$ cat src/rtl/adder_slice_scheduler_pkg.sv
// Shared definitions for the bit-slice adder front-end.
//   - default geometry (M operands x N bits, RES_W result bits, TIMEOUT cycles)
//   - FSM state type
//   - clog2 helper for counter widths
package adder_sched_pkg;

  localparam int unsigned DEF_M       = 32;
  localparam int unsigned DEF_N       = 32;
  localparam int unsigned DEF_RES_W   = 37;
  localparam int unsigned DEF_TIMEOUT = 64;

  typedef enum logic [2:0] {
    S_IDLE,
    S_LOAD,
    S_CLEAR,
    S_ISSUE,
    S_WAIT,
    S_DONE
  } state_t;

  // Minimum 1 bit so a counter for a value of 1 still has a legal width.
  function automatic int unsigned clog2(input int unsigned v);
    int unsigned r;
    r = 0;
    for (int unsigned i = 0; i < 32; i++) begin
      if ((64'd1 << i) < 64'(v)) r = i + 1;
    end
    return (r == 0) ? 1 : r;
  endfunction

endpackage

$ cat src/rtl/adder_slice_scheduler_if.sv
// Operand input stream and result output stream of adder_slice_scheduler.
//   in_valid/in_ready/in_data/in_last : operand words, producer -> scheduler
//   res_valid/res_ready/res_data      : job sum, scheduler -> consumer
// Modports: master = producer/consumer side, slave = scheduler side.
interface adder_slice_scheduler_if #(
  parameter int unsigned N     = 32,
  parameter int unsigned RES_W = 37
);
  logic             in_valid;
  logic             in_ready;
  logic [N-1:0]     in_data;
  logic             in_last;
  logic             res_valid;
  logic             res_ready;
  logic [RES_W-1:0] res_data;

  modport master (
    output in_valid, in_data, in_last, res_ready,
    input  in_ready, res_valid, res_data
  );

  modport slave (
    input  in_valid, in_data, in_last, res_ready,
    output in_ready, res_valid, res_data
  );
endinterface

$ cat src/rtl/adder_slice_scheduler_slice_buffer.sv
// M x N operand buffer for the slice scheduler.
//   clk, rst_n : clock, async active-low reset (clears all rows)
//   i_clr      : synchronous clear of all rows (wins over i_we)
//   i_we/i_addr/i_data : row write port
//   i_col/o_col: combinational column read, o_col[r] = row r bit i_col
module slice_buffer
  import adder_sched_pkg::*;
#(
  parameter int unsigned M = DEF_M,
  parameter int unsigned N = DEF_N
) (
  input  logic                  clk,
  input  logic                  rst_n,
  input  logic                  i_clr,
  input  logic                  i_we,
  input  logic [clog2(M)-1:0]   i_addr,
  input  logic [N-1:0]          i_data,
  input  logic [clog2(N)-1:0]   i_col,
  output logic [M-1:0]          o_col
);

  logic [N-1:0] r_mem [M];

  always_ff @(posedge clk or negedge rst_n) begin
    if (!rst_n) begin
      for (int unsigned r = 0; r < M; r++) r_mem[r] <= '0;
    end else if (i_clr) begin
      for (int unsigned r = 0; r < M; r++) r_mem[r] <= '0;
    end else if (i_we) begin
      r_mem[i_addr] <= i_data;
    end
  end

  always_comb begin
    o_col = '0;
    for (int unsigned r = 0; r < M; r++) o_col[r] = r_mem[r][i_col];
  end

endmodule

$ cat src/rtl/adder_slice_scheduler.sv
// Front-end controller for the bit-slice parallel adder.
// Buffers up to M operand words, clears the adder, issues N bit-slices
// LSB-first (one per clock), waits for the adder done strobe and returns
// the captured sum over a valid/ready result port. One job at a time.
//   clk, rst_n    : clock, async active-low reset
//   bus (slave)   : operand stream in, result stream out
//   adder_clr     : one-cycle clear to the adder
//   slice_data    : column k of the buffer during ISSUE, else 0
//   adder_rdy     : adder done strobe (only honoured in WAIT)
//   adder_result  : adder accumulator, captured verbatim
//   busy          : high outside IDLE
//   err           : sticky watchdog flag
// Build option: ADDER_TIMEOUT_EN enables the WAIT watchdog; otherwise err=0.
module adder_slice_scheduler
  import adder_sched_pkg::*;
#(
  parameter int unsigned M       = DEF_M,
  parameter int unsigned N       = DEF_N,
  parameter int unsigned RES_W   = DEF_RES_W,
  parameter int unsigned TIMEOUT = DEF_TIMEOUT
) (
  input  logic                  clk,
  input  logic                  rst_n,
  adder_slice_scheduler_if.slave bus,
  output logic                  adder_clr,
  output logic [M-1:0]          slice_data,
  input  logic                  adder_rdy,
  input  logic [RES_W-1:0]      adder_result,
  output logic                  busy,
  output logic                  err
);

  localparam int unsigned WW = clog2(M);
  localparam int unsigned KW = clog2(N);

  state_t            r_state, w_state_n;
  logic [WW-1:0]     r_w;
  logic [KW-1:0]     r_k;
  logic [RES_W-1:0]  r_res;
  logic              w_accept, w_hs, w_we, w_clr;
  logic [WW-1:0]     w_addr;
  logic [M-1:0]      w_col;

  // Gated by rst_n so in_ready reads 0 while reset is held, even though
  // the IDLE state itself accepts words.
  assign w_accept     = rst_n && ((r_state == S_IDLE) || (r_state == S_LOAD));
  assign w_hs         = w_accept && bus.in_valid;
  assign bus.in_ready = w_accept;
  assign bus.res_data = r_res;

  slice_buffer #(.M(M), .N(N)) u_buf (
    .clk    (clk),
    .rst_n  (rst_n),
    .i_clr  (w_clr),
    .i_we   (w_we),
    .i_addr (w_addr),
    .i_data (bus.in_data),
    .i_col  (r_k),
    .o_col  (w_col)
  );

`ifdef ADDER_TIMEOUT_EN
  localparam int unsigned TW = clog2(TIMEOUT);
  logic [TW-1:0] r_wd;
  logic          r_err;
  logic          w_tmo;
  assign w_tmo = (r_state == S_WAIT) && !adder_rdy && (r_wd == TW'(TIMEOUT - 1));
  assign err   = r_err;
`else
  logic w_tmo;
  assign w_tmo = 1'b0;
  assign err   = 1'b0;
`endif

  always_comb begin
    w_state_n     = r_state;
    bus.res_valid = 1'b0;
    adder_clr     = 1'b0;
    slice_data    = '0;
    busy          = 1'b1;
    w_we          = 1'b0;
    w_clr         = 1'b0;
    w_addr        = r_w;
    unique case (r_state)
      S_IDLE: begin
        busy   = 1'b0;
        w_addr = '0;
        if (w_hs) begin
          w_we      = 1'b1;
          w_state_n = (bus.in_last || (M == 1)) ? S_CLEAR : S_LOAD;
        end
      end
      S_LOAD: begin
        if (w_hs) begin
          w_we = 1'b1;
          if (bus.in_last || (r_w == WW'(M - 1))) w_state_n = S_CLEAR;
        end
      end
      S_CLEAR: begin
        adder_clr = 1'b1;
        w_state_n = S_ISSUE;
      end
      S_ISSUE: begin
        slice_data = w_col;
        if (r_k == KW'(N - 1)) w_state_n = S_WAIT;
      end
      S_WAIT: begin
        if (adder_rdy || w_tmo) w_state_n = S_DONE;
      end
      S_DONE: begin
        bus.res_valid = 1'b1;
        if (bus.res_ready) begin
          w_clr     = 1'b1;
          w_state_n = S_IDLE;
        end
      end
      default: w_state_n = S_IDLE;
    endcase
  end

  always_ff @(posedge clk or negedge rst_n) begin
    if (!rst_n) begin
      r_state <= S_IDLE;
      r_w     <= '0;
      r_k     <= '0;
      r_res   <= '0;
`ifdef ADDER_TIMEOUT_EN
      r_wd    <= '0;
      r_err   <= 1'b0;
`endif
    end else begin
      r_state <= w_state_n;
      case (r_state)
        S_IDLE:  if (w_hs) r_w <= WW'(1);
        S_LOAD:  if (w_hs) r_w <= r_w + WW'(1);
        S_CLEAR: begin
          r_w <= '0;
          r_k <= '0;
        end
        S_ISSUE: r_k <= r_k + KW'(1);
        S_WAIT: begin
          if (adder_rdy) r_res <= adder_result;
          else if (w_tmo) r_res <= '0;
        end
        default: ;
      endcase
`ifdef ADDER_TIMEOUT_EN
      if (r_state == S_WAIT && !adder_rdy && !w_tmo) r_wd <= r_wd + TW'(1);
      else r_wd <= '0;
      if (w_tmo) r_err <= 1'b1;
`endif
    end
  end

endmodule

$ cat src/flat_wrapper.sv
// flat-port wrapper written by rule: the top's interface ports become plain ports
module adder_slice_scheduler_flat import adder_sched_pkg::*;
#(
  parameter int unsigned M       = DEF_M,
  parameter int unsigned N       = DEF_N,
  parameter int unsigned RES_W   = DEF_RES_W,
  parameter int unsigned TIMEOUT = DEF_TIMEOUT
)
  (clk, rst_n, adder_clr, slice_data, adder_rdy, adder_result, busy, err, bus_in_valid, bus_in_data, bus_in_last, bus_res_ready, bus_in_ready, bus_res_valid, bus_res_data);
  adder_slice_scheduler_if #(.N(N), .RES_W(RES_W)) bus_i ();
  input  logic clk;
  input  logic rst_n;
  output logic adder_clr;
  output logic [M-1:0] slice_data;
  input  logic adder_rdy;
  input  logic [RES_W-1:0] adder_result;
  output logic busy;
  output logic err;
  input wire logic [$bits(bus_i.in_valid)-1:0] bus_in_valid;
  input wire logic [$bits(bus_i.in_data)-1:0] bus_in_data;
  input wire logic [$bits(bus_i.in_last)-1:0] bus_in_last;
  input wire logic [$bits(bus_i.res_ready)-1:0] bus_res_ready;
  output wire logic [$bits(bus_i.in_ready)-1:0] bus_in_ready;
  output wire logic [$bits(bus_i.res_valid)-1:0] bus_res_valid;
  output wire logic [$bits(bus_i.res_data)-1:0] bus_res_data;
  assign bus_i.in_valid = bus_in_valid;
  assign bus_i.in_data = bus_in_data;
  assign bus_i.in_last = bus_in_last;
  assign bus_i.res_ready = bus_res_ready;
  assign bus_in_ready = bus_i.in_ready;
  assign bus_res_valid = bus_i.res_valid;
  assign bus_res_data = bus_i.res_data;
  adder_slice_scheduler #(.M(M), .N(N), .RES_W(RES_W), .TIMEOUT(TIMEOUT)) u_core (.clk(clk), .rst_n(rst_n), .bus(bus_i), .adder_clr(adder_clr), .slice_data(slice_data), .adder_rdy(adder_rdy), .adder_result(adder_result), .busy(busy), .err(err));
endmodule
$ cat config.mk
export PLATFORM = sky130hd
export DESIGN_NAME = adder_slice_scheduler_flat
export DESIGN_NICKNAME = d
export VERILOG_FILES = /design/src/rtl/adder_slice_scheduler_pkg.sv /design/src/rtl/adder_slice_scheduler_if.sv /design/src/rtl/adder_slice_scheduler_slice_buffer.sv /design/src/rtl/adder_slice_scheduler.sv /design/src/flat_wrapper.sv
export SDC_FILE = /design/constraint.sdc
export NUM_CORES = 2
export LEC_CHECK = 0
export CAP_MARGIN = 30
export CORE_MARGIN = 2
export CORE_UTILIZATION = 48
export CTS_CLUSTER_SIZE = 16
export DETAILED_ROUTE_END_ITERATION = 16
export GPL_ROUTABILITY_DRIVEN = 0
export PLACE_DENSITY_LB_ADDON = 0.15
export SLEW_MARGIN = 20
export SYNTH_ARGS = -nofsm -noshare
export SYNTH_HDL_FRONTEND = slang
export SYNTH_SLANG_ARGS = --single-unit
$ cat constraint.sdc
create_clock -name clk -period 5.1 [get_ports clk]
set_clock_uncertainty 0.05 [all_clocks]
set_input_delay 0.51 -clock clk [delete_from_list [all_inputs] [get_ports clk]]
set_output_delay 0.51 -clock clk [all_outputs]
set_load 0.005 [all_outputs]
==> reports/results.ini <==
[timing]
rsz0062_at_grt = false
setup_slack_ns = 0.3880
relSlewSlack_pct = 25.33
hold_violations = 0
tightest_slew_ns = 1.120
timing.final.max_slew_violations = 0
setup_violations = 0
max_freq_mhz = 212.2
fin_crit_ns = 4.712
setup_tns_ns = 0
period_share_pct = 92.39

[final_layout]
final_nets = 4425
ff_latch_area_mm2 = 0.02689
syn_to_final_growth_pct = 14.54
multi_input_area_mm2 = 0.02124
drive_gt1_share_pct = 16.97
nFillCells = 8751
fin_area_mm2 = 0.05702

[floorplanning]
boundaryPins = 149
die_width_um = 326.1
core-area_mm2 = 0.1032
die_h_um = 326.1
fp-row-count = 118
start_util_pct = 48.24
die-area_mm2 = 0.1063

[cts]
clk_path_buf_depth = 3
clock_latency_ns = 0.72
ctsRootBufferMaster = clkbuf_16
post_cts_buffers = 0
ctsHoldBuffers = 1
cts_made_buffers = 114
cts-htree-levels = 3
clkSlewWorstSetupHoldPaths_ns = 0.06
cts_tree = yes
ctsResizeCount = 0
cts.sinks = 1074

[power_and_ir_drop]
seqPwrFrac_pct = 41.3
power.switching_mw = 7.477
p_int_mw = 16.50
clkPwrFrac_pct = 35.8
power_leakage_nw = 24.34
p_per_area_mw_per_mm2 = 420.5
ir_worst_vdd_mv = 0.3213
swShare_pct = 31.18
combPwrFrac_pct = 22.9
power.total_mw = 23.98

[placed_design]
dp_hpwl_um = 104200
dp_slack_ns = 1.206
dpl_cell_area_mm2 = 0.05305
io_buffers = 147

[synthesis]
yosysMostFrequentCell = dfrtp_1
syn-mean-instance-area_um2 = 11.37
syn_nets = 4456
synth_edf_count = 0
async_reset_ff_share_pct = 100.0
synth_cells = 4377
yosys_warnings = 0
synth.largest_area_cell = dfrtp_1
synth_seq_area_share_pct = 53.98
ys.flop_type = dfrtp_1
synth_cell_types = 64
synth_seq_cells = 1074
synth_area_mm2 = 0.04979
synth_area_leaders = dfrtp_1 (54%), mux4_2 (10%), a22o_1 (7.4%)
synth_top_area_share_pct = 53.98
synth_common_cells = dfrtp_1 (1074), nand2_1 (487), a22o_1 (419)

[setup_path]
r2r_end = u_core.u_buf.r_mem[463]$_DFFE_PN0P_
worst_ep_required_time_ns = 4.54
crit_fanout = 40
worst_path_max_delay_cell = dfrtp_4
r2r_slack_ns = 1.81
startpoint = u_core.r_k[1]$_DFFE_PN0P_
worstPathArrival_ns = 4.15
criticalPathCategory = reg -> out
r2r-start = u_core.r_w[4]$_DFFE_PN0P_
endpoint_kind = output port
critical-path-max-stage-delay_ns = 0.98
path_cells = buf_4 > mux4_2 > mux2_2 > o21ai_0 > a311oi_1 > clkdlybuf4s50_1
start_kind = flop
ff2ff_path_depth = 5

[min_path]
hp-class = in -> async

[routing]
remaining_drc_errors = 0
drt_pass1_iterations = 6
num_vias = 38610
drt_iter0_markers = 5034
via_per_inst = 6.629
drt_wl_total_um = 174100
wl_per_cell_um = 29.90
ant_nets = 0

[flow_run]
cap_violations = 0

[global_route]
antenna_found_initial = 5
grt_use_total_pct = 32.65
grt_pass1_vias = 37550
overflow = 0
grt_max_degree = 217
grt_pass1_wl_um = 260700

[run_status]
status = finished clean

[stage by stage]
step / util (%) / std cells / hold slack (ns)
2_1_floorplan: - / 4377 / 0.1644
3_3_place_gp: 51.13 / 5584 / 0.4075
3_5_place_dp: 51.40 / 5603 / 0.4158
4_1_cts: 55.13 / 5817 / 0.3088
5_1_grt: 55.25 / 5823 / 0.3350
6_report: 55.26 / 5824 / 0.3085
[cell usage in the layout (no fill, tap or decap), types with 6 or more instances in the layout]
master / synthesis / layout
dfrtp_1: 1074 / 1069
nand2_1: 487 / 485
a22o_1: 419 / 419
o21ai_0: 417 / 417
a21oi_1: 374 / 370
nand3_1: 236 / 234
mux4_2: 224 / 224
buf_4: 5 / 156
clkdlybuf4s50_1: 0 / 136
mux2i_1: 120 / 120
clkbuf_16: 0 / 117
nor2_1: 100 / 90
mux2_2: 69 / 69
and2_1: 59 / 55
o2bb2ai_1: 44 / 44
clkbuf_1: 375 / 33
a22oi_1: 32 / 32
a211oi_1: 33 / 32
a311oi_1: 32 / 32
clkbuf_8: 0 / 28
a221oi_1: 24 / 24
clkinv_2: 0 / 21
buf_12: 0 / 20
a32o_1: 18 / 18
buf_2: 82 / 10
buf_8: 0 / 9
nor2b_1: 10 / 8
nand2b_1: 9 / 8
o2111ai_1: 8 / 8
nand4_1: 8 / 8
nor2_2: 1 / 8
nor3_1: 9 / 7
and2_0: 7 / 7
bufinv_16: 0 / 7
and3_1: 7 / 6
a21oi_2: 3 / 6
a31oi_2: 3 / 6
buf_6: 1 / 6
[flip-flops by register name (all words and copies together), names as in the netlist]
name and count:
u_core.u_buf.r_mem 1024, u_core.r_w 5, u_core.bus.res_data 37, u_core.r_state 3
u_core.r_k 5
[how the worst max path moves through the flow]
| stage | slack, ns | end |
|---|---|---|
| 2_1_floorplan | 2.56 | slice_data[4] |
| 3_3_place_gp | 1.20 | slice_data[3] |
| 3_5_place_dp | 1.21 | slice_data[3] |
| 4_1_cts | 0.45 | slice_data[3] |
| 5_1_grt | 0.37 | slice_data[25] |
| 6_report | 0.39 | slice_data[29] |
[worst max-delay path, delay by kind of cell (launching register included)]
kind / cells / cell delay, ns
flops: 1 / 0.98
buf+inv: 2 / 1.23
compound gates: 2 / 0.79
mux: 2 / 0.43
[power by group through the flow]
stage | Clock [mW] | Combinational (mW) | Sequential [mW]
after floorplan | 0 | 3.22 | 9.77
after global placement | 0 | 5.39 | 10.0
after detailed placement | 0 | 5.46 | 10.0
after CTS | 8.67 | 5.47 | 9.88
after global routing | 9.01 | 5.85 | 9.98
final | 8.58 | 5.50 | 9.89
[metal layers]
metal	vias to the layer above	global-route usage, %	routed length [µm]
met2	1975	48.67	78610
met4	4	14.00	8423
li1	16140	-	-
met1	20100	46.90	72250
met5	-	0	29
met3	388	6.272	14820
[layout make-up]
cell class | count | share of cell area [%]
Clock inverter | 35 | 0.6955
Timing Repair Buffer | 342 | 5.797
Clock buffer | 178 | 6.027
Sequential cell | 1074 | 47.15
Tap cell | 1380 | 3.028
Multi-Input combinational cell | 2807 | 37.25
Inverter | 7 | 0.05047
Antenna cell | 1 | 0.004388
[kinds of logic (layout without fill, tap and decap cells)]
kind of cell | after synthesis | after routing | share of synthesized area, %
AOI/OAI and AO/OA | 1436 | 1436 | 19.22
other | 1 | 2 | 0.007532
adders and majority gates | 4 | 4 | 0.1005
muxes | 413 | 413 | 14.11
buffers and inverters | 496 | 562 | 4.004
DFF | 1074 | 1074 | 53.98
and+or+nand+nor | 953 | 953 | 8.575
No activity file was read; power rests on OpenSTA's default activity.
